==> config.mk <==
export PLATFORM = sky130hd
export DESIGN_NAME = pic_in_service_ctrl
export DESIGN_NICKNAME = d
export VERILOG_FILES = /design/src/rtl/pic_in_service_ctrl.sv
export SDC_FILE = /design/constraint.sdc
export NUM_CORES = 1
export LEC_CHECK = 0
export ABC_AREA = 1
export CORE_MARGIN = 4
export CORE_UTILIZATION = 58
export DETAILED_ROUTE_END_ITERATION = 12
export PLACE_DENSITY = 0.87
export SLEW_MARGIN = 30
export SYNTH_ARGS = -nofsm -noshare
export SYNTH_HDL_FRONTEND = slang
export SYNTH_SLANG_ARGS = --single-unit
==> constraint.sdc <==
create_clock -name clk -period 5.4 [get_ports clk]
set_input_delay 1.08 -clock clk [delete_from_list [all_inputs] [get_ports clk]]
set_output_delay 1.08 -clock clk [all_outputs]
set_load 0.005 [all_outputs]
==> src/rtl/pic_in_service_ctrl.sv <==
// In-service register controller for the PIC core: tracks ISR bits across the
// INTA acknowledge sequence, applies EOI/AEOI and owns the rotating priority pointer.
module pic_in_service_ctrl #(
  parameter int N_LEVELS = 8,
  parameter int LEVEL_W  = 3
) (
  input  logic                clk,
  input  logic                rst_n,
  input  logic [N_LEVELS-1:0] interrupt_grant,
  input  logic                inta_pulse,
  input  logic                mode_8086,
  input  logic                auto_eoi,
  input  logic                rotate_on_aeoi,
  input  logic                eoi_valid,
  input  logic                eoi_specific,
  input  logic                eoi_rotate,
  input  logic                eoi_set_prio_only,
  input  logic [LEVEL_W-1:0]  eoi_level,
  input  logic                special_mask_mode,
  input  logic [N_LEVELS-1:0] interrupt_mask,
  output logic [N_LEVELS-1:0] in_service_register,
  output logic [N_LEVELS-1:0] highest_level_in_service,
  output logic [LEVEL_W-1:0]  priority_rotate,
  output logic                spurious,
  output logic                ack_busy
);

  typedef enum logic [1:0] {
    IDLE = 2'd0,
    ACK1 = 2'd1,
    ACK2 = 2'd2
  } state_e;

  state_e                state_q, state_d;
  logic [N_LEVELS-1:0]   isr_q, isr_d;
  logic [LEVEL_W-1:0]    prio_q, prio_d;
  logic                  spurious_q, spurious_d;
  logic                  ack_busy_q, ack_busy_d;
  logic [N_LEVELS-1:0]   latched_q, latched_d;

  logic                  first_pulse_s;
  logic                  final_pulse_s;
  logic [N_LEVELS-1:0]   cand_s;
  logic [N_LEVELS-1:0]   highest_s;
  logic                  aeoi_clear_s;
  logic [N_LEVELS-1:0]   clr_s;

  function automatic logic [LEVEL_W-1:0] onehot_to_idx(input logic [N_LEVELS-1:0] oh);
    logic [LEVEL_W-1:0] idx;
    idx = '0;
    for (int i = 0; i < N_LEVELS; i++) begin
      if (oh[i]) begin
        idx = idx | LEVEL_W'(i);
      end else begin
        idx = idx;
      end
    end
    return idx;
  endfunction

  // FSM state register
  always_ff @(posedge clk or negedge rst_n) begin
    if (!rst_n) begin
      state_q <= IDLE;
    end else begin
      state_q <= state_d;
    end
  end

  // FSM next-state: mode_8086 chooses the two- or three-pulse sequence
  always_comb begin
    state_d = state_q;
    case (state_q)
      IDLE: begin
        if (inta_pulse) state_d = ACK1;
        else            state_d = IDLE;
      end
      ACK1: begin
        if (inta_pulse) state_d = mode_8086 ? IDLE : ACK2;
        else            state_d = ACK1;
      end
      ACK2: begin
        if (inta_pulse) state_d = IDLE;
        else            state_d = ACK2;
      end
      default: state_d = IDLE;
    endcase
  end

  // FSM outputs: decode first and final acknowledge pulses
  always_comb begin
    first_pulse_s = 1'b0;
    final_pulse_s = 1'b0;
    case (state_q)
      IDLE:    first_pulse_s = inta_pulse;
      ACK1:    final_pulse_s = inta_pulse & mode_8086;
      ACK2:    final_pulse_s = inta_pulse;
      default: begin
        first_pulse_s = 1'b0;
        final_pulse_s = 1'b0;
      end
    endcase
  end

  // Highest in-service level, scanning from the level after the pointer
  always_comb begin
    logic [LEVEL_W-1:0] idx;
    logic               found;
    cand_s    = isr_q & ~(special_mask_mode ? interrupt_mask : {N_LEVELS{1'b0}});
    highest_s = '0;
    found     = 1'b0;
    idx       = '0;
    for (int i = 0; i < N_LEVELS; i++) begin
      idx = prio_q + LEVEL_W'(i) + LEVEL_W'(1);
      if (!found && cand_s[idx]) begin
        highest_s[idx] = 1'b1;
        found          = 1'b1;
      end else begin
        found = found;
      end
    end
  end

  // Datapath next-state: clears apply before the first-pulse set, EOI pointer beats AEOI
  always_comb begin
    aeoi_clear_s = final_pulse_s & auto_eoi & ~spurious_q;
    clr_s        = '0;
    prio_d       = prio_q;

    if (aeoi_clear_s) begin
      clr_s = clr_s | latched_q;
      if (rotate_on_aeoi) prio_d = onehot_to_idx(latched_q);
      else                prio_d = prio_q;
    end else begin
      clr_s = clr_s;
    end

    if (eoi_valid) begin
      if (eoi_set_prio_only) begin
        prio_d = eoi_level;
      end else if (eoi_specific) begin
        clr_s[eoi_level] = 1'b1;
        if (eoi_rotate) prio_d = eoi_level;
        else            prio_d = prio_d;
      end else begin
        clr_s = clr_s | highest_s;
        if (eoi_rotate && (highest_s != '0)) prio_d = onehot_to_idx(highest_s);
        else                                 prio_d = prio_d;
      end
    end else begin
      prio_d = prio_d;
    end

    isr_d = (isr_q & ~clr_s) | (first_pulse_s ? interrupt_grant : {N_LEVELS{1'b0}});

    if (first_pulse_s) begin
      latched_d  = interrupt_grant;
      spurious_d = (interrupt_grant == '0);
      ack_busy_d = 1'b1;
    end else if (final_pulse_s) begin
      latched_d  = latched_q;
      spurious_d = spurious_q;
      ack_busy_d = 1'b0;
    end else begin
      latched_d  = latched_q;
      spurious_d = spurious_q;
      ack_busy_d = ack_busy_q;
    end
  end

  // Datapath registers
  always_ff @(posedge clk or negedge rst_n) begin
    if (!rst_n) begin
      isr_q      <= '0;
      prio_q     <= LEVEL_W'(N_LEVELS - 1);
      spurious_q <= 1'b0;
      ack_busy_q <= 1'b0;
      latched_q  <= '0;
    end else begin
      isr_q      <= isr_d;
      prio_q     <= prio_d;
      spurious_q <= spurious_d;
      ack_busy_q <= ack_busy_d;
      latched_q  <= latched_d;
    end
  end

  assign in_service_register      = isr_q;
  assign highest_level_in_service = highest_s;
  assign priority_rotate          = prio_q;
  assign spurious                 = spurious_q;
  assign ack_busy                 = ack_busy_q;

endmodule

==> flow_summary.ini <==
[power]
peakVddDrop_uv = 293.9
leakage_nw = 1.667
p_per_area_mw_per_mm2 = 527.8

[clock_network]
cts.root.buffer_cell = sky130_fd_sc_hd__clkbuf_8
cts_resized = 0
cts_inserted_buffers = 3
clk_transition_reported_paths_ns = 0.08
cts_post_setup_buffers_inserted = 0
clock_insertion_delay_worst_skew_ns = 0.28
htree_num_levels = 1
sink_count_of_the_clock_tree = 23
clock_buffer_depth = 2
cts_tree = yes
post_cts_hold_buffer_count = 0

[floorplanning]
design.portCount = 51
std_cell_rows = 24
die-area_mm2 = 0.005934
core-area_mm2 = 0.004474
die_span_in_y_um = 77.03
floorplan.die.width_um = 77.03
floorplan.initialDensity_pct = 61.77

[min_path]
hp-start = ack_busy
whs_path_depth = 2
hold_end = ack_busy
worst_hold_path_type = flip-flop to flip-flop

[timing]
final.setup.tns_ns = 0
final.setup_skew_ns = 0.005694
post_route_clock_period_utilization_pct = 91.44
finalWorstPathRequiredPeriod_ns = 4.938
fmax_mhz = 202.5
slew_of_the_pin_with_the_lowest_slew_margin_ns = 0.6632
setup_slack_ns = 0.4620
slew_viol_final = 0
finalSetupViolCount = 0
grt_setup_unrepaired = no
max_slew_headroom_pct = 55.79
final_hold_violation_count = 0

[route]
ant_nets = 0
route.detailed.drc = 0
firstDrtPassIters = 8
vias_per_cell = 5.961
route.final.wire_length_um = 8931
drtIter0Drc = 493
routed_wirelength_normalized_by_instance_count_um = 15.75
num_vias = 3380

[logic_synthesis]
netlist.top_cell.by_area = sky130_fd_sc_hd__nand2_1
dominantRegCellSynth = sky130_fd_sc_hd__dfrtp_1
post_synth_inst_count = 469
ys_top_cells_by_area = sky130_fd_sc_hd__nand2_1 (22%), sky130_fd_sc_hd__dfrtp_1 (18%), sky130_fd_sc_hd__nand3_1 (14%)
synth-async-reset-ratio_pct = 100.0
postSynthAreaPerCell_um2 = 5.893
synth.net_count = 510
synth_top_area_share_pct = 21.59
synth_cell_types = 40
yosysWarnings = 0
synth-edff-count = 0
ys_seq_elements = 23
synth_seq_area_share_pct = 20.96
post_synth_instance_area_mm2 = 0.002764

[grt]
global_route.overflow_total = 0
grt_first_pass_wirelength_um = 14520
first_global_vias = 3170
number_of_antenna_violations_at_the_first_check_in_global_routing = 0
grt.total_usage_pct = 29.85
largest_net_degree_at_the_start_of_global_routing = 24

[setup_path]
cpLargestDelayFamily = simple AND/OR/NAND/NOR gates
timing.reg2reg.worst_path_depth = 21
timing.rr.start = priority_rotate[0]
crit_path_cell_trace = clkdlybuf4s50_1 > nand2_1 > nand3_1 > nand3_1 > nand2_1 > nand2_1 > nand2_2 > nand2_4 > nor2_8 > nand4_2 > nor2_1 > nor2_1 > nand3_1 > clkdlybuf4s50_1
endpoint_kind = output port
cp.arrival_ns = 3.86
worst-r2r-setup-slack_ns = 1.76
critical_path.max_fanout = 18
timing.setup.critical_path_class = primary input to output port
cpMaxStageDelayCell = sky130_fd_sc_hd__clkdlybuf4s50_1
worstReg2RegEnd = priority_rotate[2]
worstSetupPathDepth = 14
cpPeakStageDelay_ns = 0.62
cp-start-kind = primary input
critical_path.n_buffers_inverters = 2
cp_data_required_time_ns = 4.32

[run_status]
status = completed

[place]
placement.io_buffers = 50
gp_congestion = 0.9348
dp.cells = 563
place_worst_setup_slack_ns = 0.5139
place.detailed.hpwl_um = 6985

[layout]
final_nets = 557
syn_to_final_growth_pct = 19.92
instances_no_fill = 567
layout-drive-gt1-share_pct = 7.961
insertedDiodeCount = 0

[job]
max-cap-violations = 0
-- worst max-delay path by stage --
| stage | from | endpoint | slack [ns] |
|---|---|---|---|
| 3_5_place_dp | special_mask_mode | highest_level_in_service[1] | 0.51 |
| 5_1_grt | special_mask_mode | highest_level_in_service[1] | 0.18 |
| 4_1_cts | special_mask_mode | highest_level_in_service[1] | 0.51 |
| 2_1_floorplan | priority_rotate[0] | highest_level_in_service[1] | 1.74 |
| 3_3_place_gp | special_mask_mode | highest_level_in_service[1] | 0.56 |
| 6_report | special_mask_mode | highest_level_in_service[4] | 0.46 |
-- metrics by stage --
step / hold slack (ns) / cell area (um^2) / utilization, % / total power [mW]
5_1_grt: 0.5426 / 3314 / 74.08 / 1.902
2_1_floorplan: 0.4493 / 2764 / - / 1.208
3_3_place_gp: 0.4684 / 3273 / 73.15 / 1.574
6_report: 0.5210 / 3314 / 74.08 / 1.749
4_1_cts: 0.5213 / 3319 / 74.19 / 1.720
3_5_place_dp: 0.5024 / 3273 / 73.15 / 1.606
-- metal layers --
metal  part of all wire (%)  global-route usage, %
met3                    8.2                  2.927
met2                     49                  52.18
met5                      0                      0
met1                     39                  36.99
met4                    3.7                  13.52
-- registers in the layout (all words and copies together) (netlist names) --
| signal | flops |
|---|---|
| in_service_register | 8 |
| spurious | 1 |
| latched_q | 8 |
| priority_rotate | 3 |
| ack_busy | 1 |
| state_q | 2 |
-- Yosys cell counts, types with 2 or more instances --
cell type	number
sky130_fd_sc_hd__a21oi_1	16
sky130_fd_sc_hd__a32o_1	2
sky130_fd_sc_hd__and2_1	3
sky130_fd_sc_hd__buf_2	3
sky130_fd_sc_hd__buf_4	2
sky130_fd_sc_hd__buf_6	3
sky130_fd_sc_hd__clkbuf_1	2
sky130_fd_sc_hd__dfrtp_1	20
sky130_fd_sc_hd__dfstp_2	3
sky130_fd_sc_hd__ha_1	11
sky130_fd_sc_hd__inv_1	37
sky130_fd_sc_hd__inv_2	7
sky130_fd_sc_hd__mux2i_1	2
sky130_fd_sc_hd__nand2_1	159
sky130_fd_sc_hd__nand2_2	6
sky130_fd_sc_hd__nand2_4	2
sky130_fd_sc_hd__nand3_1	78
sky130_fd_sc_hd__nand3_2	4
sky130_fd_sc_hd__nand4_1	8
sky130_fd_sc_hd__nor2_1	69
sky130_fd_sc_hd__nor2_2	2
sky130_fd_sc_hd__nor3_1	2
sky130_fd_sc_hd__nor4_1	4
sky130_fd_sc_hd__o21ai_0	7
sky130_fd_sc_hd__or2_2	2
-- power breakdown --
group	total [mW]	switching (mW)	internal [mW]
clock	0.109	0.0570	0.0517
sequential	0.331	0.0844	0.247
combinational	1.31	0.838	0.471
-- worst register-to-register path: cells and delay by family, from the launching register on --
kind | cells | cell delay [ns]
AND/OR/NAND/NOR | 15 | 1.87
AO/OA/AOI/OAI | 2 | 0.23
buffers and inverters | 2 | 0.31
flip-flops | 1 | 0.57
XOR/XNOR | 1 | 0.36
adder cells (fa/ha/maj) | 1 | 0.22
-- kinds of logic after synthesis --
kind of cell,synth area share (%)
and+or+nand+nor,55.73
buffers and inverters,8.918
AOI/OAI and AO/OA,6.791
DFF,20.96
adders and majority gates,4.980
xor gates and xnor gates,1.902
muxes,0.7243
-- area by class of cell --
class / instances / area, um^2
clock buffers: 3 / 41.29
clock inverters: 1 / 5.005
fillers: 356 / 1160
inverters: 46 / 175.2
multi-input cells: 390 / 1938
flip-flops and latches: 23 / 579.3
well taps: 52 / 65.06
repair buffers: 52 / 510.5
-- placed cells by master (no fill, tap or decap), types with 3 or more instances in the layout --
cell type	n
sky130_fd_sc_hd__a21oi_1	16
sky130_fd_sc_hd__and2_1	3
sky130_fd_sc_hd__clkbuf_8	3
sky130_fd_sc_hd__clkdlybuf4s50_1	49
sky130_fd_sc_hd__dfrtp_1	20
sky130_fd_sc_hd__dfstp_2	3
sky130_fd_sc_hd__ha_1	11
sky130_fd_sc_hd__inv_1	37
sky130_fd_sc_hd__inv_2	7
sky130_fd_sc_hd__nand2_1	159
sky130_fd_sc_hd__nand2_2	6
sky130_fd_sc_hd__nand3_1	78
sky130_fd_sc_hd__nand3_2	4
sky130_fd_sc_hd__nand4_1	8
sky130_fd_sc_hd__nor2_1	69
sky130_fd_sc_hd__nor4_1	4
sky130_fd_sc_hd__o21ai_0	7
Note: power is estimated with default switching activity, not from simulation.
